===== src/rtl/cw_bus_master.sv =====
`default_nettype none
// ============================================================================
//  Module      : cw_bus_master
//  Description : Bridges the core's single-outstanding memory request port
//                onto the 16-bit multiplexed CW bus. Generates cw_clk at
//                i_clk/2, sequences ADDR_LO / ADDR_HI / DATA phases, waits for
//                cw_ack / cw_err with a timeout and returns a one-cycle
//                response pulse to the core.
//
//  Ports
//    i_clk, i_rst              core clock, asynchronous active-high reset
//    i_req_valid/we/addr/data  request from the core (accepted on valid&ready)
//    o_req_ready               high in IDLE while no request is held
//    o_resp_valid/data/err     one-cycle response pulse to the core
//    cw_clk                    bus clock (i_clk/2, starts at 0 after reset)
//    cw_io_o / cw_io_i         bus data out / in
//    cw_dir                    1 = master drives cw_io
//    cw_req                    transaction in progress
//    cw_ack / cw_err           slave acknowledge / error
//    cw_rst                    bus reset
//
//  Revision    : 1.0 - initial release
// ============================================================================
module cw_bus_master #(
    parameter int TIMEOUT    = 255,
    parameter int RST_CYCLES = 4
) (
    input  logic        i_clk,
    input  logic        i_rst,
    input  logic        i_req_valid,
    input  logic        i_req_we,
    input  logic [23:0] i_req_addr,
    input  logic [15:0] i_req_data,
    output logic        o_req_ready,
    output logic        o_resp_valid,
    output logic [15:0] o_resp_data,
    output logic        o_resp_err,
    output logic        cw_clk,
    output logic [15:0] cw_io_o,
    input  logic [15:0] cw_io_i,
    output logic        cw_dir,
    output logic        cw_req,
    input  logic        cw_ack,
    input  logic        cw_err,
    output logic        cw_rst
);

    typedef enum logic [2:0] {
        S_RST     = 3'd0,
        S_IDLE    = 3'd1,
        S_ADDR_LO = 3'd2,
        S_ADDR_HI = 3'd3,
        S_DATA    = 3'd4
    } state_t;

    localparam logic [7:0] c_RST_LAST = 8'(RST_CYCLES - 1);
    localparam logic [7:0] c_TO_LAST  = 8'(TIMEOUT - 1);

    state_t      r_state;
    state_t      w_state_nxt;
    logic        r_cw_clk;
    logic [7:0]  r_cnt;        // reset-hold counter in RST, timeout counter in DATA
    logic        r_pend;       // request latched, waiting for the next fall tick
    logic        r_we;
    logic [23:0] r_addr;
    logic [15:0] r_wdata;
    logic        r_resp_valid;
    logic        r_resp_err;
    logic [15:0] r_resp_data;

    logic        w_tick;
    logic        w_ready;
    logic        w_accept;
    logic        w_done;
    logic        w_req;
    logic        w_dir;
    logic        w_cwrst;
    logic [15:0] w_io;

    // The fall tick is the i_clk edge on which cw_clk goes 1 -> 0.
    assign w_tick   = r_cw_clk;
    assign w_accept = i_req_valid & w_ready;

    // ------------------------------------------------------------------
    // Next-state and bus output decode. Bus outputs depend only on the
    // state and the latched request, so they change only on fall ticks.
    // ------------------------------------------------------------------
    always_comb begin
        w_state_nxt = r_state;
        w_ready     = 1'b0;
        w_done      = 1'b0;
        w_req       = 1'b0;
        w_dir       = 1'b0;
        w_cwrst     = 1'b0;
        w_io        = 16'h0000;
        case (r_state)
            S_RST: begin
                w_cwrst = 1'b1;
                if (w_tick && (r_cnt == c_RST_LAST)) begin
                    w_state_nxt = S_IDLE;
                end
            end
            S_IDLE: begin
                w_ready = ~r_pend;
                // A request accepted on the tick edge itself leaves IDLE at once.
                if (w_tick && (r_pend || i_req_valid)) begin
                    w_state_nxt = S_ADDR_LO;
                end
            end
            S_ADDR_LO: begin
                w_req = 1'b1;
                w_dir = 1'b1;
                w_io  = r_addr[15:0];
                if (w_tick) begin
                    w_state_nxt = S_ADDR_HI;
                end
            end
            S_ADDR_HI: begin
                w_req = 1'b1;
                w_dir = 1'b1;
                w_io  = {r_we, 7'b0000000, r_addr[23:16]};
                if (w_tick) begin
                    w_state_nxt = S_DATA;
                end
            end
            S_DATA: begin
                w_req = 1'b1;
                w_dir = r_we;                 // pads released for reads
                w_io  = r_we ? r_wdata : 16'h0000;
                if (w_tick && (cw_ack || cw_err || (r_cnt == c_TO_LAST))) begin
                    w_done      = 1'b1;
                    w_state_nxt = S_IDLE;
                end
            end
            default: begin
                w_state_nxt = S_RST;
            end
        endcase
    end

    // ------------------------------------------------------------------
    // State register, bus clock and shared counter
    // ------------------------------------------------------------------
    always_ff @(posedge i_clk or posedge i_rst) begin
        if (i_rst) begin
            r_state  <= S_RST;
            r_cw_clk <= 1'b0;
            r_cnt    <= 8'h00;
        end else begin
            r_state  <= w_state_nxt;
            r_cw_clk <= ~r_cw_clk;
            if (w_tick) begin
                if (r_state == S_ADDR_HI) begin
                    r_cnt <= 8'h00;
                end else if (((r_state == S_RST) || (r_state == S_DATA)) && (r_cnt != 8'hFF)) begin
                    r_cnt <= r_cnt + 8'h01;
                end
            end
        end
    end

    // ------------------------------------------------------------------
    // Request latch
    // ------------------------------------------------------------------
    always_ff @(posedge i_clk or posedge i_rst) begin
        if (i_rst) begin
            r_pend  <= 1'b0;
            r_we    <= 1'b0;
            r_addr  <= 24'h000000;
            r_wdata <= 16'h0000;
        end else begin
            if (w_accept) begin
                r_we    <= i_req_we;
                r_addr  <= i_req_addr;
                r_wdata <= i_req_data;
            end
            if ((r_state == S_IDLE) && (w_state_nxt == S_ADDR_LO)) begin
                r_pend <= 1'b0;
            end else if (w_accept) begin
                r_pend <= 1'b1;
            end
        end
    end

    // ------------------------------------------------------------------
    // Response pulse; err dominates ack, a timeout has neither.
    // ------------------------------------------------------------------
    always_ff @(posedge i_clk or posedge i_rst) begin
        if (i_rst) begin
            r_resp_valid <= 1'b0;
            r_resp_err   <= 1'b0;
            r_resp_data  <= 16'h0000;
        end else begin
            r_resp_valid <= w_done;
            r_resp_err   <= w_done & (cw_err | ~cw_ack);
            r_resp_data  <= (w_done && cw_ack && !cw_err && !r_we) ? cw_io_i : 16'h0000;
        end
    end

    assign o_req_ready  = w_ready;
    assign o_resp_valid = r_resp_valid;
    assign o_resp_data  = r_resp_data;
    assign o_resp_err   = r_resp_err;
    assign cw_clk       = r_cw_clk;
    assign cw_io_o      = w_io;
    assign cw_dir       = w_dir;
    assign cw_req       = w_req;
    assign cw_rst       = w_cwrst;

endmodule
`default_nettype wire


===== config.mk =====
export PLATFORM = sky130hd
export DESIGN_NAME = cw_bus_master
export DESIGN_NICKNAME = d
export VERILOG_FILES = /design/src/rtl/cw_bus_master.sv
export SDC_FILE = /design/constraint.sdc
export NUM_CORES = 1
export LEC_CHECK = 0
export CAP_MARGIN = 15
export CORE_MARGIN = 2
export CORE_UTILIZATION = 49
export CTS_CLUSTER_SIZE = 10
export DETAILED_ROUTE_END_ITERATION = 12
export GPL_ROUTABILITY_DRIVEN = 0
export GPL_TIMING_DRIVEN = 0
export PLACE_DENSITY_LB_ADDON = 0.1
export SLEW_MARGIN = 40
export SYNTH_ARGS = -nofsm -noshare
export SYNTH_HDL_FRONTEND = slang
export SYNTH_SLANG_ARGS = --single-unit

===== constraint.sdc =====
create_clock -name i_clk -period 3.8 [get_ports i_clk]
set_clock_uncertainty 0.2 [all_clocks]
set_input_delay 0.76 -clock i_clk [delete_from_list [all_inputs] [get_ports i_clk]]
set_output_delay 0.76 -clock i_clk [all_outputs]
set_load 0.01 [all_outputs]

* Yosys cells after proc, flatten, opt, wreduce, memory -nomap -nowiden *
Index checks and enable logic that the tools add are counted.

storage, ports and cells
  bits in registers = 72
  bits of input ports = 62
  output and inout port bits = 39
  word-level logic and storage cells = 64

operators by class
  $add $sub $neg = 1
  eq/ne operators = 8
  multiplexer cells = 19
  bitwise gates (word level) = 6
  reductions and logical operators = 20

operators by type and width
  operator                                       number
  one-hot mux 16 bit (3 select lines)            1
  two-way mux 16 bit                             2
  two-way mux 8 bit                              2
  two-way mux 3 bit                              5
  one-hot mux 3 bit (5 select lines)             1
  == test 3 x 2 -> 1 bit, second input constant  3
  adder 8 x 1 -> 8 bit, second input constant    1
  == test 8 x 2 -> 1 bit, second input constant  1
  == test 8 bit, second input constant           1
  logical AND 1 bit                              8
  != test 8 bit, second input constant           1
  two-way mux 1 bit                              7
  logical OR 1 bit                               4
  nonzero test 2 bit                             2
  == test 3 x 1 -> 1 bit, second input constant  1
  == test 3 bit, second input constant           1
  logical NOT 3 bit                              1
  inverter 1 bit                                 3
  OR reduction 3 bit                             1
  bitwise AND 1 bit                              2
  logical NOT 1 bit                              2
  one-hot mux 1 bit (2 select lines)             1
  AND reduction 2 bit                            1
  OR reduction 2 bit                             1
  bitwise OR 1 bit                               1

* Depth between registers and ports, before layout *
  depth in word-level cells = 9
  mapped depth = 7
  mapped depth without buffers = 6

* Worst setup path after synthesis *
OpenSTA, ideal clock, no wires.

  path type = register -> output
  start = reg r_state[1]
  end = out cw_io_o[12]
  arrival time = 1,483 ps
  data required time = 2,840 ps
  path slack = 1,357 ps
  stages on the path, launching flop included = 7
  cell sequence = dfrtp_1 -> buf_2 -> nor3b_2 -> and2_1 -> clkbuf_1 -> buf_2 -> a22o_1

on the way
  word-level cells in the longest chain between the ends = 2
  elaborated cells on any way between the ends = 4
  those cells by class = 3 x eq/ne; 1 x mux

RTL lines
  what                                                            RTL line  text
  from (decl)                                                     59        state_t r_state;
  from (signal assigned)                                          150       r_state <= w_state_nxt;
  == test 3 bit / == test 3 x 2 -> 1 bit (equally long branches)  96        case (r_state)
  one-hot mux 16 bit (3 select lines) (*)                         96
  to (decl)                                                       39        output logic [15:0] cw_io_o,

Every way passes the cells marked *; elsewhere a longest branch is shown, timed or not.

* Worst setup path in the final report *
  start = reg r_state[0]
  end = out cw_io_o[3]

The elaborated chain is that of the path after synthesis.

==> flow_summary_export.csv <==
group,metric,value,unit
synth,avgSynthCellArea,12.4,µm²
critical_path,critical_path.startpoint,"r_state[0]",
detailed_routing,routed-wl-met3,608,µm
power,switching_share,32.1,%
timing,finalSetupViolCount,0,
clock_tree,cts-resized-gates,0,
power,leakage,0.00192,µW
timing,achievable-frequency,282,MHz
power,sequential_power_share,42.1,%
place,hpwlAfterDp,4970,µm
global_routing,number_of_antenna_violations_at_the_first_check_in_global_routing,0,
hold_path,holdCritPathClass,"flip-flop to flip-flop",
run,timing.max_cap.violations,0,
timing,report.final.hold_viol_count,0,
synth,synth_fp_nets,315,
final_layout,layout-drive-gt1-share,19.1,%
detailed_routing,detail_route.wirelength,7090,µm
final_layout,layout.cells.most_common,"sky130_fd_sc_hd__clkdlybuf4s50_1",
detailed_routing,remaining_drc_errors,0,
critical_path,cp_data_required_time,2.84,ns
floorplanning,initial_util,49.9,%
global_routing,gr-total-overflow,0,
timing,timing_max_transition_violations_final,0,
detailed_routing,route.top_layer_used,"met4",
timing,timing.hold.ws,0.286,ns
clock_tree,insertion_delay,0.35,ns
floorplanning,rows,29,
detailed_routing,viasPerCell,5.24,
synth,synth_cells,251,
hold_path,hold_path.startpoint,"r_addr[15]",
floorplanning,die_h,83.8,µm
timing,rsz0062_at_grt,"no",
final_layout,ff_latch_area,1800,µm²
final_layout,area_growth,42.5,%
final_layout,multi_input_comb_area,1210,µm²
synth,synth.distinct_cells,33,
synth,seq_area_frac_synth,57.8,%
synth,synthesis.area,3120,µm²
clock_tree,cts_max_path_buffers,2,
final_layout,insertedDiodeCount,0,
clock_tree,cts_hold_repair.buffers,0,
power,post-layout-total-power,2840,µW
floorplanning,placeableCoreArea,6240,µm²
timing,worst_tran_pin_value,0.617,ns
floorplanning,chipWidth,83.8,µm
timing,maxSlewHeadroom,58.7,%
critical_path,worst-setup-path-type,"flip-flop to output pin",
global_routing,grt_start_max_net_pins,44,
power,internal-power,1930,µW
synth,synth_top_cells_by_area,"sky130_fd_sc_hd__dfrtp_1 58%, sky130_fd_sc_hd__mux2_2 14%, sky130_fd_sc_hd__and2_1 3.4%, sky130_fd_sc_hd__mux2i_1 3.2%, sky130_fd_sc_hd__a22o_1 2.0%",
critical_path,r2r_startpoint,"r_state[1]",
clock_tree,clock_sink_count,72,
critical_path,startpoint_type,"flip-flop",
clock_tree,cts_setup_buffers,0,
global_routing,grt_first_pass_wirelength,11700,µm
synth,netlist.area_leader.share,57.8,%
final_layout,num-nets-final,426,
synth,yosys_warnings,0,
final_layout,fillers,478,
detailed_routing,drt_pass1_iterations,4,
detailed_routing,wl_met2,3450,µm
power,powerDensity,639,nW/µm²
critical_path,worst_setup_path_end_kind,"output pin",
detailed_routing,postRouteAntennaNets,0,
clock_tree,numCtsBuffers,9,
clock_tree,clock-root-buffer,"sky130_fd_sc_hd__clkbuf_8",
critical_path,crit_arrival,2.59,ns
synth,synthDominantAreaCellType,"sky130_fd_sc_hd__dfrtp_1",
clock_tree,clkTransAtPathRegs,0.07,ns
detailed_routing,detailedRoute.firstIterationViolations,110,
final_layout,most-common-layout-cells,"100 x sky130_fd_sc_hd__clkdlybuf4s50_1, 72 x sky130_fd_sc_hd__dfrtp_1, 39 x sky130_fd_sc_hd__mux2_2, 17 x sky130_fd_sc_hd__and2_1, 16 x sky130_fd_sc_hd__nand2_1",
timing,min_period,3.55,ns
floorplanning,floorplan.io_pins,101,
power,worst_ir_drop_vdd,0.396,mV
detailed_routing,drt-met1-wl,2870,µm
timing,timing.final.crit_share,93.4,%
synth,synth_seq_cells,72,
global_routing,grtUsageTotal,21.6,%
outcome,outcome,"finished clean",
power,comb_power_share,36.1,%
detailed_routing,avgRoutedWirePerCell,16.0,µm
detailed_routing,vias,2328,
clock_tree,cts_tree,"built",
power,total_switching_power,911,µW
global_routing,grt_pass1_vias,2433,
floorplanning,design.die.area,7010,µm²
place,portBuffers,100,
critical_path,critPathMaxFanout,10,
clock_tree,clock_h_tree_levels,3,
power,power.clock.fraction,21.8,%
## critical path: stages, from the launching register on
cell and delay (ns):
sky130_fd_sc_hd__dfrtp_1 0.36, sky130_fd_sc_hd__buf_2 0.19, sky130_fd_sc_hd__nor3b_2 0.30, sky130_fd_sc_hd__and2_1 0.35
sky130_fd_sc_hd__buf_2 0.31, sky130_fd_sc_hd__nand2_1 0.07, sky130_fd_sc_hd__o21ai_0 0.09, sky130_fd_sc_hd__clkdlybuf4s50_1 0.57
## Yosys cell counts, drive strengths merged
| cell | instances |
|---|---|
| dfrtp | 72 |
| o211ai | 5 |
| mux2i | 10 |
| o21ai | 12 |
| nor3 | 3 |
| a21oi | 3 |
| xnor2 | 2 |
| clkbuf | 4 |
| and2 | 17 |
| nand4bb | 1 |
| nand2 | 16 |
| nor2 | 12 |
| or4 | 1 |
| inv | 8 |
| buf | 9 |
| nor4b | 2 |
| nand2b | 1 |
| or2 | 2 |
| o31ai | 3 |
| mux2 | 41 |
| a22oi | 1 |
| and4 | 1 |
| a22o | 7 |
| nor4 | 1 |
| a211oi | 1 |
| nand3 | 9 |
| nand4 | 3 |
| a2bb2oi | 1 |
| ha | 2 |
| nor3b | 1 |
## power groups by stage
stage          Clock, µW  Sequential, µW  Combinational [µW]
6_report             619            1190                1020
3_5_place_dp           0            1200                1030
4_1_cts              628            1190                1040
2_1_floorplan          0            1160                 654
3_3_place_gp           0            1190                 998
5_1_grt              664            1230                1130
## flip-flops by register name, summed over array words and instances (netlist names)
name,cells
r_wdata,16
r_addr,24
o_resp_data,16
o_resp_err,1
r_pend,1
cw_clk,1
r_state,3
r_we,1
o_resp_valid,1
r_cnt,8
## logic make-up (layout without fill, tap and decap cells)
group | after synthesis | count (layout) | synth area share, %
flops | 72 | 72 | 57.8
simple gates | 70 | 70 | 12.4
mux | 51 | 51 | 18.0
compound gates | 33 | 33 | 7.07
buf+inv | 21 | 137 | 3.29
fa+ha+maj | 2 | 2 | 0.803
xor+xnor | 2 | 2 | 0.562
## cell type report
cell class,instances,area share (%)
Buffer,12,1.55
Clock buffer,10,3.10
Clock inverter,6,1.52
Inverter,8,0.789
Multi-Input combinational cell,158,27.3
Sequential cell,72,40.6
Tap cell,77,2.17
Timing Repair Buffer,101,23.0
## metal layers
metal  GRT usage (%)  vias to the layer above
met2            34.1                       84
met4            9.82                        0
met3            8.11                       13
met1            26.5                     1125
met5               0                        -
li1                -                     1106
## per-stage QoR
step                      setup WS [ns]  instance area (µm²)  std cells  util [%]  setup TNS (ns)
final                             0.251                 4440        444      71.2               0
after global routing             0.0564                 4440        444      71.2               0
after CTS                         0.109                 4440        445      71.2               0
after detailed placement          0.476                 4240        429      67.9               0
after global placement           -0.159                 4210        428      67.5          -11.33
after floorplan                    1.02                 3120        251         -               0
## final timing paths
kind	cells after the start	to	slack (ns)
hold reg to reg	1	r_addr[15]	0.29
max in group asynchronous	3	r_wdata[6]	2.35
setup reg to reg	6	r_addr[5]	1.68
setup / recovery	7	cw_io_o[3]	0.25
min in group asynchronous	2	o_resp_data[7]	0.54
hold / removal	1	r_addr[15]	0.29
Power figures use the tool's default switching activity.
